### config.mk
export PLATFORM = sky130hd
export DESIGN_NAME = multicycle_sequencer
export DESIGN_NICKNAME = d
export VERILOG_FILES = /design/src/rtl/seq_pkg.sv /design/src/rtl/seq_op_classifier.sv /design/src/rtl/multicycle_sequencer.sv
export SDC_FILE = /design/constraint.sdc
export NUM_CORES = 1
export LEC_CHECK = 0
export CELL_PAD_IN_SITES_DETAIL_PLACEMENT = 1
export CELL_PAD_IN_SITES_GLOBAL_PLACEMENT = 2
export CORE_UTILIZATION = 30
export DETAILED_ROUTE_END_ITERATION = 8
export PLACE_DENSITY = 0.89
export SLEW_MARGIN = 20
export SYNTH_ARGS = -nofsm -noshare
export SYNTH_HDL_FRONTEND = slang
export SYNTH_HIERARCHICAL = 1
export SYNTH_SLANG_ARGS = --single-unit
export TNS_END_PERCENT = 5
### constraint.sdc
create_clock -name clk -period 5.2 [get_ports clk]
set_clock_uncertainty 0.15 [all_clocks]
set_input_delay 1.04 -clock clk [delete_from_list [all_inputs] [get_ports clk]]
set_output_delay 1.04 -clock clk [all_outputs]
set_load 0.005 [all_outputs]
### src/rtl/seq_pkg.sv
// Shared definitions for the multi-cycle RV32I control sequencer:
// opcode constants, FSM state encoding, instruction classes and the
// select/fault codes driven onto the datapath.
package seq_pkg;

  // RV32I major opcodes (instr[6:0])
  localparam logic [6:0] OP_R      = 7'b0110011;
  localparam logic [6:0] OP_I      = 7'b0010011;
  localparam logic [6:0] OP_LOAD   = 7'b0000011;
  localparam logic [6:0] OP_STORE  = 7'b0100011;
  localparam logic [6:0] OP_BRANCH = 7'b1100011;
  localparam logic [6:0] OP_JAL    = 7'b1101111;
  localparam logic [6:0] OP_JALR   = 7'b1100111;
  localparam logic [6:0] OP_LUI    = 7'b0110111;
  localparam logic [6:0] OP_AUIPC  = 7'b0010111;

  // Encodings are visible on state_dbg, so values are pinned explicitly.
  typedef enum logic [2:0] {
    ST_FETCH   = 3'd0,
    ST_DECODE  = 3'd1,
    ST_EXECUTE = 3'd2,
    ST_MEM     = 3'd3,
    ST_WB      = 3'd4,
    ST_TRAP    = 3'd7
  } state_t;

  typedef enum logic [3:0] {
    CLS_NONE,
    CLS_ALU_R,
    CLS_ALU_I,
    CLS_LOAD,
    CLS_STORE,
    CLS_BRANCH,
    CLS_JAL,
    CLS_JALR,
    CLS_LUI,
    CLS_AUIPC
  } op_class_t;

  // Register-file write-back source
  typedef enum logic [1:0] {
    WB_ALU = 2'd0,
    WB_MEM = 2'd1,
    WB_PC4 = 2'd2,
    WB_IMM = 2'd3
  } wb_sel_t;

  // Next-PC source
  typedef enum logic [1:0] {
    PC_PLUS4 = 2'd0,
    PC_IMM   = 2'd1,
    PC_JALR  = 2'd2
  } pc_sel_t;

  // Sticky fault cause
  typedef enum logic [1:0] {
    FAULT_NONE    = 2'd0,
    FAULT_ILLEGAL = 2'd1,
    FAULT_TIMEOUT = 2'd2
  } fault_t;

endpackage

### src/rtl/seq_op_classifier.sv
// Purely combinational opcode decoder: maps instr[6:0] onto an
// instruction class and flags anything outside the supported RV32I set.
module seq_op_classifier
  import seq_pkg::*;
(
  input  logic [6:0] opcode,
  output op_class_t  op_class,
  output logic       illegal
);

  // Opcode lookup; unknown opcodes report CLS_NONE and raise illegal.
  always_comb begin
    // NOTE: every output gets a default before the case so no path can
    // leave it unassigned, which would otherwise infer a latch.
    op_class = CLS_NONE;
    illegal  = 1'b0;
    case (opcode)
      OP_R:      op_class = CLS_ALU_R;
      OP_I:      op_class = CLS_ALU_I;
      OP_LOAD:   op_class = CLS_LOAD;
      OP_STORE:  op_class = CLS_STORE;
      OP_BRANCH: op_class = CLS_BRANCH;
      OP_JAL:    op_class = CLS_JAL;
      OP_JALR:   op_class = CLS_JALR;
      OP_LUI:    op_class = CLS_LUI;
      OP_AUIPC:  op_class = CLS_AUIPC;
      default:   illegal  = 1'b1;
    endcase
  end

endmodule

### src/rtl/multicycle_sequencer.sv
// Multi-cycle control FSM for a shared RV32I datapath (one memory port,
// one ALU, one register file). Walks FETCH/DECODE/EXECUTE/MEM/WB per
// instruction, handshakes with the unified memory port and parks in TRAP
// on an illegal opcode or a memory timeout.
//
// Optional build macro: SEQ_SINGLE_STEP_EN adds a step_req input; FETCH
// then waits for a step pulse before requesting each instruction.
module multicycle_sequencer
  import seq_pkg::*;
#(
  parameter int MEM_TIMEOUT = 64
) (
  input  logic       clk,
  input  logic       reset,
  input  logic [6:0] opcode,
  input  logic       branch_taken,
  input  logic       mem_ready,
`ifdef SEQ_SINGLE_STEP_EN
  input  logic       step_req,
`endif
  output logic       mem_req,
  output logic       mem_we,
  output logic       addr_sel,
  output logic       ir_we,
  output logic       rf_we,
  output logic [1:0] wb_sel,
  output logic       pc_we,
  output logic [1:0] pc_sel,
  output logic       instr_retired,
  output logic [1:0] fault,
  output logic [2:0] state_dbg
);

  localparam int              CNT_W     = $clog2(MEM_TIMEOUT + 1);
  localparam logic [CNT_W-1:0] CNT_LIMIT = CNT_W'(MEM_TIMEOUT - 1);

  state_t           state;
  state_t           state_next;
  op_class_t        op_class_q;
  op_class_t        dec_class;
  logic             dec_illegal;
  fault_t           fault_q;
  fault_t           fault_set;
  logic [CNT_W-1:0] wait_cnt;
  logic             wait_limit;
  logic             fetch_go;

  seq_op_classifier u_classifier (
    .opcode   (opcode),
    .op_class (dec_class),
    .illegal  (dec_illegal)
  );

`ifdef SEQ_SINGLE_STEP_EN
  logic step_pending;

  // Remember a step pulse until the instruction it releases is fetched;
  // a fresh pulse in the fetch cycle itself queues the next instruction.
  always_ff @(posedge clk) begin
    if (reset)          step_pending <= 1'b0;
    else if (step_req)  step_pending <= 1'b1;
    else if (ir_we)     step_pending <= 1'b0;
  end

  assign fetch_go = step_pending;
`else
  assign fetch_go = 1'b1;
`endif

  assign wait_limit = (wait_cnt == CNT_LIMIT);
  assign fault      = fault_q;
  assign state_dbg  = state;

  // State, latched class and sticky fault registers.
  always_ff @(posedge clk) begin
    // NOTE: sequential state uses non-blocking assignments so every
    // register samples the pre-edge values, independent of statement order.
    if (reset) begin
      state      <= ST_FETCH;
      op_class_q <= CLS_NONE;
      fault_q    <= FAULT_NONE;
    end else begin
      state <= state_next;
      if (state == ST_DECODE) op_class_q <= dec_class;
      if (fault_set != FAULT_NONE) fault_q <= fault_set;
    end
  end

  // Memory wait counter: counts stalled request cycles, restarts on a
  // completed transfer or whenever the FSM moves to another state.
  always_ff @(posedge clk) begin
    if (reset)                                          wait_cnt <= '0;
    else if (state_next != state || (mem_req && mem_ready)) wait_cnt <= '0;
    else if (mem_req)                                   wait_cnt <= wait_cnt + 1'b1;
  end

  // Next-state and datapath control, decoded from the current state,
  // the latched class and the live handshake/comparator inputs.
  always_comb begin
    state_next    = state;
    fault_set     = FAULT_NONE;
    mem_req       = 1'b0;
    mem_we        = 1'b0;
    addr_sel      = 1'b0;
    ir_we         = 1'b0;
    rf_we         = 1'b0;
    wb_sel        = WB_ALU;
    pc_we         = 1'b0;
    pc_sel        = PC_PLUS4;
    instr_retired = 1'b0;

    case (state)
      ST_FETCH: begin
        mem_req = fetch_go;
        if (fetch_go && mem_ready) begin
          ir_we      = 1'b1;
          state_next = ST_DECODE;
        end else if (fetch_go && wait_limit) begin
          fault_set  = FAULT_TIMEOUT;
          state_next = ST_TRAP;
        end
      end

      ST_DECODE: begin
        if (dec_illegal) begin
          fault_set  = FAULT_ILLEGAL;
          state_next = ST_TRAP;
        end else begin
          state_next = ST_EXECUTE;
        end
      end

      ST_EXECUTE: begin
        case (op_class_q)
          CLS_LOAD, CLS_STORE: state_next = ST_MEM;
          CLS_BRANCH: begin
            pc_we         = 1'b1;
            pc_sel        = branch_taken ? PC_IMM : PC_PLUS4;
            instr_retired = 1'b1;
            state_next    = ST_FETCH;
          end
          default: state_next = ST_WB;
        endcase
      end

      ST_MEM: begin
        mem_req  = 1'b1;
        addr_sel = 1'b1;
        mem_we   = (op_class_q == CLS_STORE);
        if (mem_ready) begin
          if (op_class_q == CLS_STORE) begin
            pc_we         = 1'b1;
            instr_retired = 1'b1;
            state_next    = ST_FETCH;
          end else begin
            state_next = ST_WB;
          end
        end else if (wait_limit) begin
          fault_set  = FAULT_TIMEOUT;
          state_next = ST_TRAP;
        end
      end

      ST_WB: begin
        rf_we         = 1'b1;
        pc_we         = 1'b1;
        instr_retired = 1'b1;
        state_next    = ST_FETCH;
        case (op_class_q)
          CLS_LOAD:           wb_sel = WB_MEM;
          CLS_JAL, CLS_JALR:  wb_sel = WB_PC4;
          CLS_LUI:            wb_sel = WB_IMM;
          default:            wb_sel = WB_ALU;
        endcase
        case (op_class_q)
          CLS_JAL:  pc_sel = PC_IMM;
          CLS_JALR: pc_sel = PC_JALR;
          default:  pc_sel = PC_PLUS4;
        endcase
      end

      ST_TRAP: state_next = ST_TRAP;

      default: state_next = ST_FETCH;
    endcase

    // Reset aborts whatever is in flight: no strobe may reach the datapath.
    if (reset) begin
      mem_req       = 1'b0;
      mem_we        = 1'b0;
      addr_sel      = 1'b0;
      ir_we         = 1'b0;
      rf_we         = 1'b0;
      wb_sel        = WB_ALU;
      pc_we         = 1'b0;
      pc_sel        = PC_PLUS4;
      instr_retired = 1'b0;
      fault_set     = FAULT_NONE;
    end
  end

endmodule

==> run_results.csv <==
group,metric,value,unit
cts,clk_latency,0.25,ns
cts,cts_resized,0,
placed_design,port_buffers,26,
drt,drt_iter0_markers,63,
yosys,synth_edf_count,0,
floorplanning,ios,27,
placed_design,gp_congestion,0.868,
drt,ant_nets,0,
layout,n_antenna_cell,0,
floorplanning,rows,22,
drt,vias_per_cell,5.49,
timing,max_freq,238,MHz
setup_path,arrival,3.01,ns
floorplanning,die_w,65.3,um
yosys,synthArstFlopShare,0,%
timing,fin_crit,4.20,ns
setup_path,endpoint_kind,"primary output",
setup_path,start_kind,"primary input",
yosys,postSynthAreaPerCell,7.86,sq um
layout,layout-drive-gt1-share,8.09,%
hold_path,hp-class,"register to register",
yosys,yosysWarnings,6,
floorplanning,core-area,3740,sq um
pwr,p_total,398,uW
drt,vias,1213,
yosys,synthesis.area,1200,sq um
layout,nets,186,
floorplanning,fp.dieH,65.3,um
cts,post-cts-setup-buffers,0,
timing,worst_slew_pin_slew,0.614,ns
timing,slew_viol_final,0,
setup_path,startpoint,"mem_ready",
timing,setup_viol,0,
timing,hold_slack,0.316,ns
placed_design,place_ws,1.01,ns
placed_design,place.detailed.hpwl,2570,um
timing,finalCritPeriodShare,80.8,%
yosys,synthCells,153,
job,cap_violations,0,
setup_path,critPathCapture,"pc_we",
timing,fin_tns_setup,0,ns
pwr,powerDensity,262,nW/um^2
yosys,synthesis.nets,165,
setup_path,crit_fanout,9,
cts,clockBufferDepth,2,
cts,htree_num_levels,1,
floorplanning,die_area,4270,sq um
layout,area_growth,26.6,%
hold_path,worstHoldStart,"fault[0]",
setup_path,reg2reg_depth,6,
cts,numCtsBuffers,3,
drt,wl,3340,um
yosys,ys_ff_latch,16,
timing,hold_violations,0,
cts,hold_buffers,0,
drt,drc,0,
outcome,status,"finished clean",
yosys,ys.flop_type,"dfxtp_1",
global_route,grt_overflow_total,0,
global_route,grt_pass1_wl,5580,um
setup_path,r2r_start,"wait_cnt[0]",
drt,drtPass1Iterations,4,
setup_path,reg2reg_to,"wait_cnt[3]",
global_route,grt_pass1_vias,1167,
timing,relSlewSlack,58.8,%
cts,cts_tree,"built",
timing,setup_ws,0.997,ns
setup_path,r2r_slack,2.95,ns
layout,final_util,40.7,%
yosys,post_synth_num_cell_types,55,
global_route,grt_max_degree,19,
floorplanning,start_util,32.1,%
cts,cts_sinks,16,
drt,avgRoutedWirePerCell,15.1,um
layout,num-fill-cells,473,
pwr,leakagePower,0.509,nW
timing,rsz0062_at_grt,"no",
setup_path,crit_type,"primary input to primary output",
cts,root_buffer,"clkbuf_8",
global_route,grtUsageTotal,16.7,%
yosys,seq_area_frac_synth,26.6,%
global_route,antenna_found_initial,0,
cts,clk_pin_slew,0.06,ns
pwr,peakVddDrop,0.0712,mV
setup_path,crit_required,4.01,ns
[report_power, final]
part	switching [mW]	internal, mW
combinational	0.0700	0.0663
clock	0.0422	0.0671
sequential	0.0227	0.130
total	0.135	0.263
[worst min path at each step]
stage / slack [ns] / to / cells past startpoint
floorplan: 0.30 / fault[0] / 2
global placement: 0.31 / fault[0] / 2
detailed placement: 0.31 / fault[0] / 2
CTS: 0.32 / fault[0] / 2
global route: 0.34 / fault[0] / 2
finish: 0.32 / fault[0] / 2
[registers in the layout, summed over array words and instances (netlist names)]
signal	flops
op_class_q	4
wait_cnt	7
state_dbg	3
fault	2
[synth_stat cells (4+ instances only)]
master | count | share of area, %
a21oi_1 | 7 | 2.9
buf_2 | 4 | 1.7
dfxtp_1 | 16 | 27
inv_1 | 5 | 1.6
mux2i_1 | 5 | 4.2
nand2_1 | 17 | 5.3
nand2b_1 | 4 | 2.1
nand3_1 | 5 | 2.1
nor2_1 | 13 | 4.1
nor2b_1 | 5 | 2.6
nor3_1 | 12 | 5.0
xor2_1 | 6 | 4.4
[critical path, cell delays in order]
cell	delay [ns]
clkdlybuf4s50_1	0.63
inv_1	0.09
or3_1	0.38
a221oi_1	0.30
clkdlybuf4s50_1	0.57
[metal layers]
metal | GRT usage (%) | wire length [um] | vias to the layer above
met2 | 29.6 | 1650 | 26
met5 | 0 | 0 | -
met3 | 3.13 | 119 | 4
met1 | 20.4 | 1550 | 580
met4 | 4.08 | 27 | 0
li1 | - | - | 603
[cell type report]
cell class	count	area [sq um]	area share [%]
well taps	48	60.1	3.94
flip-flops and latches	16	320	21.0
inverters	5	18.8	1.23
multi-input cells	122	808	53.1
repair buffers	26	260	17.1
clock buffers	4	55.1	3.62
[per-stage QoR]
stage / area (sq um) / cells
after global placement: 1470 / 217
after global routing: 1520 / 221
after floorplan: 1200 / 153
final: 1520 / 221
after detailed placement: 1470 / 217
after CTS: 1520 / 221
[cells in the final DEF (no fill, tap or decap), drive strengths merged, types with 3 or more instances in the layout]
cell	n
a21oi	7
clkbuf	4
clkdlybuf4s50	26
dfxtp	16
inv	5
mux2i	5
nand2	18
nand2b	4
nand3	5
nand3b	3
nor2	13
nor2b	5
nor3	13
nor4	3
or4	3
xor2	6
[cell families after synthesis]
family / after synthesis / share of synthesized area, %
AO/OA/AOI/OAI: 26 / 17.5
XOR/XNOR: 8 / 5.83
AND/OR/NAND/NOR: 82 / 38.7
buffers and inverters: 15 / 6.14
multiplexers: 5 / 4.16
adder cells (fa/ha/maj): 1 / 1.04
flip-flops: 16 / 26.6
No activity file was read; power rests on OpenSTA's default activity.
